### src/rtl/alu_status_pkg.sv
// Shared definitions for the ALU status register slice.
// Flag bit positions, condition-code selectors and the flag vector type.
package alu_status_pkg;

  localparam int FLAG_Z = 0;
  localparam int FLAG_S = 1;
  localparam int FLAG_C = 2;
  localparam int FLAG_V = 3;

  localparam logic [3:0] COND_EQ = 4'd0;
  localparam logic [3:0] COND_NE = 4'd1;
  localparam logic [3:0] COND_CS = 4'd2;
  localparam logic [3:0] COND_CC = 4'd3;
  localparam logic [3:0] COND_MI = 4'd4;
  localparam logic [3:0] COND_PL = 4'd5;
  localparam logic [3:0] COND_VS = 4'd6;
  localparam logic [3:0] COND_VC = 4'd7;
  localparam logic [3:0] COND_HI = 4'd8;
  localparam logic [3:0] COND_LS = 4'd9;
  localparam logic [3:0] COND_GE = 4'd10;
  localparam logic [3:0] COND_LT = 4'd11;
  localparam logic [3:0] COND_GT = 4'd12;
  localparam logic [3:0] COND_LE = 4'd13;
  localparam logic [3:0] COND_AL = 4'd14;
  localparam logic [3:0] COND_NV = 4'd15;

  typedef logic [3:0] flags_t;

endpackage

### src/rtl/alu_status_register_cond_evaluator.sv
// Combinational condition-code evaluator over a {V,C,S,Z} flag vector.
// Ports: flags[3:0], cond_code[3:0] in; cond_true out.
module cond_evaluator
  import alu_status_pkg::*;
(
  input  logic [3:0] flags,
  input  logic [3:0] cond_code,
  output logic       cond_true
);

  logic z;
  logic s;
  logic c;
  logic v;

  assign z = flags[FLAG_Z];
  assign s = flags[FLAG_S];
  assign c = flags[FLAG_C];
  assign v = flags[FLAG_V];

  always_comb begin
    cond_true = 1'b0;
    unique case (cond_code)
      COND_EQ: cond_true = z;
      COND_NE: cond_true = !z;
      COND_CS: cond_true = c;
      COND_CC: cond_true = !c;
      COND_MI: cond_true = s;
      COND_PL: cond_true = !s;
      COND_VS: cond_true = v;
      COND_VC: cond_true = !v;
      COND_HI: cond_true = c & !z;
      COND_LS: cond_true = !c | z;
      COND_GE: cond_true = (s == v);
      COND_LT: cond_true = (s != v);
      COND_GT: cond_true = !z & (s == v);
      COND_LE: cond_true = z | (s != v);
      COND_AL: cond_true = 1'b1;
      COND_NV: cond_true = 1'b0;
    endcase
  end

endmodule

### src/rtl/alu_status_register.sv
// Status register: masked flag capture, shadow save/restore, sticky V.
// Ports: update handshake, save/restore, sticky_clr, cond query/answer.
module alu_status_register
  import alu_status_pkg::*;
#(
  parameter int WIDTH = 32
) (
  input  logic             clk,
  input  logic             rst_n,
  input  logic             in_valid,
  output logic             in_ready,
  input  logic [WIDTH-1:0] result,
  input  logic             zero_flag,
  input  logic             sign_flag,
  input  logic             carry_flag,
  input  logic             overflow_flag,
  input  logic [3:0]       flag_mask,
  input  logic             flag_save,
  input  logic             flag_restore,
  input  logic             sticky_clr,
  input  logic             cond_req,
  input  logic [3:0]       cond_code,
  output logic [3:0]       status,
  output logic [WIDTH-1:0] result_q,
  output logic             sticky_ovf,
  output logic             ovf_irq,
  output logic             cond_ack,
  output logic             cond_true
);

  flags_t status_q;
  flags_t shadow_q;
  flags_t upd;
  flags_t fwd;
  logic   accept;
  logic   ovf_set;
  logic   hit;

  assign in_ready = !flag_restore;
  assign accept   = in_valid & in_ready;
  assign status   = status_q;

  always_comb begin
    upd         = '0;
    upd[FLAG_Z] = zero_flag;
    upd[FLAG_S] = sign_flag;
    upd[FLAG_C] = carry_flag;
    upd[FLAG_V] = overflow_flag;
  end

  // Value status takes at the coming edge; also feeds the
  // condition evaluator so a same-cycle update is visible.
  always_comb begin
    fwd = status_q;
    if (flag_restore)
      fwd = shadow_q;
    else if (accept)
      fwd = (upd & flag_mask) | (status_q & ~flag_mask);
  end

  assign ovf_set = accept & flag_mask[FLAG_V] & overflow_flag;

  cond_evaluator u_cond (
    .flags     (fwd),
    .cond_code (cond_code),
    .cond_true (hit)
  );

  always_ff @(posedge clk or negedge rst_n) begin
    if (!rst_n) begin
      status_q   <= '0;
      shadow_q   <= '0;
      result_q   <= '0;
      sticky_ovf <= 1'b0;
      ovf_irq    <= 1'b0;
      cond_ack   <= 1'b0;
      cond_true  <= 1'b0;
    end else begin
      status_q <= fwd;
      // Pre-edge status, so save+restore swaps.
      if (flag_save)
        shadow_q <= status_q;
      if (accept)
        result_q <= result;
      sticky_ovf <= ovf_set | (sticky_ovf & !sticky_clr);
      ovf_irq    <= ovf_set & !sticky_ovf;
      cond_ack   <= cond_req;
      cond_true  <= cond_req & hit;
    end
  end

endmodule

### config.mk
export PLATFORM = sky130hd
export DESIGN_NAME = alu_status_register
export DESIGN_NICKNAME = d
export VERILOG_FILES = /design/src/rtl/alu_status_pkg.sv /design/src/rtl/alu_status_register_cond_evaluator.sv /design/src/rtl/alu_status_register.sv
export SDC_FILE = /design/constraint.sdc
export NUM_CORES = 1
export LEC_CHECK = 0
export BUFFER_PORTS_ARGS = -buffer_cell sky130_fd_sc_hd__buf_2
export CORE_UTILIZATION = 42
export DETAILED_ROUTE_END_ITERATION = 10
export GPL_TIMING_DRIVEN = 0
export HOLD_SLACK_MARGIN = 0.02
export PLACE_DENSITY = 0.76
export SKIP_CTS_REPAIR_TIMING = 1
export SYNTH_ARGS = -nofsm -noshare
export SYNTH_HDL_FRONTEND = slang
export SYNTH_HIERARCHICAL = 1
export SYNTH_SLANG_ARGS = --single-unit
### constraint.sdc
create_clock -name clk -period 2.1 [get_ports clk]
set_clock_uncertainty 0.1 [all_clocks]
set_input_delay 0.105 -clock clk [delete_from_list [all_inputs] [get_ports clk]]
set_output_delay 0.105 -clock clk [all_outputs]
set_load 0.05 [all_outputs]
Yosys cells after proc, flatten, opt, wreduce, memory -nomap -nowiden
Cells that the tools add are included.
- register bits after elaboration: 44
- latch bits: 0
- memory bits (writable): 0
- ROM bits: 0
- input bits: 51
- output and inout port bits: 41
- logic and storage cells: 50
- memories kept: 0
- $add $sub $neg: 0
- multipliers: 0
- div/mod/pow operators: 0
- magnitude comparators: 0
- eq/ne operators: 17
- shift-type cells: 0
- mux-type cells: 3
- bitwise operators: 15
- reduce and logical (&&, ||, !) cells: 8
- operators with widths (cell ; number):
    $eq A4 B4 Y1 const B ; 8
    $eq A4 B3 Y1 const B ; 4
    $pmux W1 S16 ; 1
    $and A1 B1 Y1 ; 8
    $and A4 B4 Y4 ; 2
    $eq A4 B2 Y1 const B ; 2
    $mux W4 ; 2
    $logic_not A1 Y1 ; 7
    $eq A4 B1 Y1 const B ; 1
    $logic_not A4 Y1 ; 1
    $not A4 Y4 ; 1
    $or A4 B4 Y4 ; 1
    $or A1 B1 Y1 ; 3
    $eq A1 B1 Y1 ; 1
    $ne A1 B1 Y1 ; 1

Longest topological paths before layout
- word-level depth: 9
- gate-level depth with buffers: 9

Cells and area by module
Netlist, hierarchy kept.
- by module, submodules not included (module ; instances ; cells each ; area an instance (um^2) ; seq. area each (um^2)):
    alu_status_register ; 1 ; 108 ; 1851.8 ; 1101.1
    cond_evaluator ; 1 ; 23 ; 155.1 ; 0.0

Worst setup path after synthesis
OpenSTA, ideal clock, no wires.
- path kind: reg-to-reg
- start: register status_q[3] (netlist: status[3])
- end: register cond_true
- setup time: 0.066 ns
- arrival time: 2.230 ns
- slack: -0.296 ns
- stages on the path, launching flop included: 9
- buffers on the path: 0
- cells stage by stage: dfrtp_1 -> inv_1 -> o311ai_0 -> xor2_1 -> xor2_1 -> a2111oi_1 -> a311oi_1 -> o22ai_1 -> and2_1
- cells in the longest elaborated chain, start to end: 8
- elaborated cells on any way between the ends: 11
- RTL lines (item ; RTL line ; source):
    start, declared ; alu_status_register.sv:31 ; flags_t status_q;
    start signal, assigned ; alu_status_register.sv:79 ; status_q <= fwd;
    $and A4 B4 Y4 ; alu_status_register.sv:58 ; fwd = (upd & flag_mask) | (status_q & ~flag_mask);
    $or A4 B4 Y4 ; alu_status_register.sv:58 ;
    $mux W4 (*) ; alu_status_register.sv:57 ; else if (accept)
    $mux W4 (*) ; alu_status_register.sv:55 ; if (flag_restore)
    named net fwd[3] ; alu_status_register.sv:34 ; flags_t fwd;
    $ne A1 B1 Y1 / $eq A1 B1 Y1 (equally long branches) ; -- ;
    $or A1 B1 Y1 / $and A1 B1 Y1 (equally long branches) ; alu_status_register_cond_evaluator.sv:37, alu_status_register_cond_evaluator.sv:36 ;
    $pmux W1 S16 (*) ; alu_status_register_cond_evaluator.sv:23 ; unique case (cond_code)
    named net hit ; alu_status_register.sv:37 ; logic hit;
    $and A1 B1 Y1 (*) ; alu_status_register.sv:88 ; cond_true <= cond_req & hit;
    end signal, assigned ; alu_status_register.sv:88 ;
    end, declared ; alu_status_register.sv:28 ; output logic cond_true
Mark *: on every way through the listed nets, which the timed path passes. The rest lies on a longest branch.
A chain may end at the register's enable or synchronous reset.

Worst setup path after layout
- start: register status_q[1] (netlist: status[1])
- end: register cond_true
Same word-level chain as after synthesis.

==> results.cfg <==
[clock_network]
h-tree-depth = 2
cts_root_buf = clkbuf_8
clock_sinks = 44
clock_latency_ns = 0.28
cts_tree = yes
cts_buffers = 5
clock_path_buffers = 2
clk_pin_slew_worst_paths_ns = 0.08

[run_status]
violations = DRC, hold timing
outcome = finished with violations

[cells_and_area]
drive_above_1_share = 0.579
stdcell_count = 313
diodes = 0
fin_util = 0.675
final_nets = 311
syn_to_final_growth_pct = 50.4
fillers = 322

[critical_path]
path_max_fanout = 3
r2r_end = cond_true
crit_required_ns = 2.18
critPathCapture = cond_true
crit_start = status[1]
reg2reg_slack_ns = 0.08
r2r_cells = 8
reg2reg_from = status[1]
worst-endpoint-arrival_ns = 2.09
crit_type = flop to flop
startpoint_type = flop
cp-end-kind = flop

[detailed_routing]
firstDrtPassIters = 7
drc = 9
drt-initial-drc-count = 58
routed_wl_um = 4910
vias = 1558
ant_nets = 0
via_per_inst = 4.98
avgRoutedWirePerCell_um = 15.7

[logic_synthesis]
synthCells = 131
async_reset_ff_frac = 1.00
synth_most_common_cell = dfrtp_1
syn_area_per_cell_um2 = 15.3
synth_top_cell_by_area = dfrtp_1
ys_ff_latch = 44
synth_edf_count = 0
yosys-top-cells-area = dfrtp_1 55%, mux2_4 22%, mux2_2 3.4%
synth_top_flop_cell = dfrtp_1
synth_fp_nets = 182
ys_warn_count = 6
ys_types = 32
seq_area_frac_synth = 0.549
synth_top_area_frac = 0.549
syn_area_um2 = 2010
synth_commonest_cells = 44 x dfrtp_1, 30 x mux2_4, 6 x mux2_2

[sta]
worstMarginPinSlew_ns = 0.958
timing.fmax_ghz = 0.495
period_share = 0.961
period_minus_slack_ns = 2.02
slew_headroom = 0.361
slew_violations = 0
hold_slack_ns = -0.162
finalHoldViolCount = 2
setup_slack_ns = 0.0815
finalSetupViolCount = 0
rsz0062_at_grt = true

[power]
switching_share = 0.376
switchingPower_mw = 0.980
power_density_nw_per_um2 = 863
internal-power_mw = 1.62
clkPwrFrac = 0.206
pwr-share-comb = 0.389
vdd_ir_drop_max_mv = 0.383
p_leak_nw = 1.47
p_seq_frac = 0.405

[global_route]
grtUsageTotal = 0.154
grt_pass1_vias = 1316
grt_start_max_net_pins = 45
overflow = 0
antenna_found_initial = 0
grt_first_pass_wirelength_um = 6180

[floorplanning]
core_um2 = 4470
ios = 92
die_w_um = 71.1
rows = 24
initial_core_util = 0.449
die_h_um = 71.1
dieArea_um2 = 5060

[hold_path]
hold_class = input port to flop

[placed_design]
dpl.hpwl_um = 2680
place.gp.congestion = 0.677
pre_cts_ws_ns = 0.0200
io_buffers = 88
placed_cells = 271

[job]
max_cap_violations = 0
[kinds of logic after synthesis]
family	synth area share
DFF	0.549
muxes	0.263
and+or+nand+nor	0.0549
AOI/OAI and AO/OA	0.0617
buffers and inverters	0.0542
xor gates and xnor gates	0.0175
[power by group through the flow]
stage	sequential (mW)	combinational, mW	clock (mW)
3_3_place_gp	1.06	0.914	0
5_1_grt	1.07	1.06	0.592
4_1_cts	1.05	0.922	0.551
3_5_place_dp	1.06	0.918	0
2_1_floorplan	1.46	0.294	0
6_report	1.06	1.01	0.537
[layer usage]
metal	vias to the layer above	wire length (µm)	track usage
li1	717	-	-
met1	754	2050	0.212
met2	77	2410	0.245
met3	10	359	0.0456
met4	0	76	0.0267
met5	-	0	0
[registers in the layout (all words and copies together), names as in the netlist]
| name | cells |
|---|---|
| result_q | 32 |
| shadow_q | 4 |
| status | 4 |
| cond_ack | 1 |
| cond_true | 1 |
| ovf_irq | 1 |
| sticky_ovf | 1 |
[critical path, stage by stage, from the launching register on]
cell and delay [ns]:
dfrtp_2 0.39, a21bo_4 0.23, a31oi_4 0.21, xor2_2 0.22, xor2_1 0.17, a2111oi_1 0.09
a311oi_1 0.24, o22ai_1 0.10, and2_1 0.14
[layout make-up]
cell class | instances | area, µm² | share of cell area
timing repair buffer | 122 | 781 | 0.259
tap | 52 | 65.1 | 0.0215
sequential | 44 | 1110 | 0.366
buffer | 7 | 93.8 | 0.0311
clock inverter | 1 | 7.51 | 0.00249
multi-input combinational | 76 | 865 | 0.286
inverter | 4 | 15.0 | 0.00497
clock buffer | 7 | 86.3 | 0.0286
[through the flow]
step	power, mW	area [µm²]	hold WS [ns]	setup TNS [ns]
after floorplan	1.75	2030	-0.291	0
after global placement	1.97	2530	0.123	0
after detailed placement	1.98	2530	0.127	0
after CTS	2.52	2630	-0.172	0
after global routing	2.72	3020	-0.178	-0.0300
final	2.60	3020	-0.162	0
[cell usage in the layout (no fill, tap or decap), types with 2 or more instances in the layout]
cell type      netlist  final
buf_6                2      2
a31oi_4              0      2
dfrtp_1             44     40
clkbuf_8             0      6
mux2_2               6      6
a21oi_1              3      3
o21ai_0              2      2
xor2_1               3      2
nor2b_1              4      4
buf_2                0     88
mux2_4              30     30
dfrtp_2              0      4
nor2_1               3      3
buf_12               3      3
dlygate4sd3_1        0     34
clkbuf_1             1      2
inv_1                4      3
a21bo_2              3      2
nand3_1              3      3
[worst min path at each step]
stage	endpoint	from	slack, ns	depth (start not counted)
4_1_cts	cond_ack	cond_req	-0.17	1
3_3_place_gp	cond_ack	cond_req	0.12	1
3_5_place_dp	cond_ack	cond_req	0.13	1
6_report	cond_ack	cond_req	-0.16	1
2_1_floorplan	cond_ack	rst_n	-0.29	0
5_1_grt	cond_ack	cond_req	-0.18	1
Note: power is estimated with default switching activity, not from simulation.
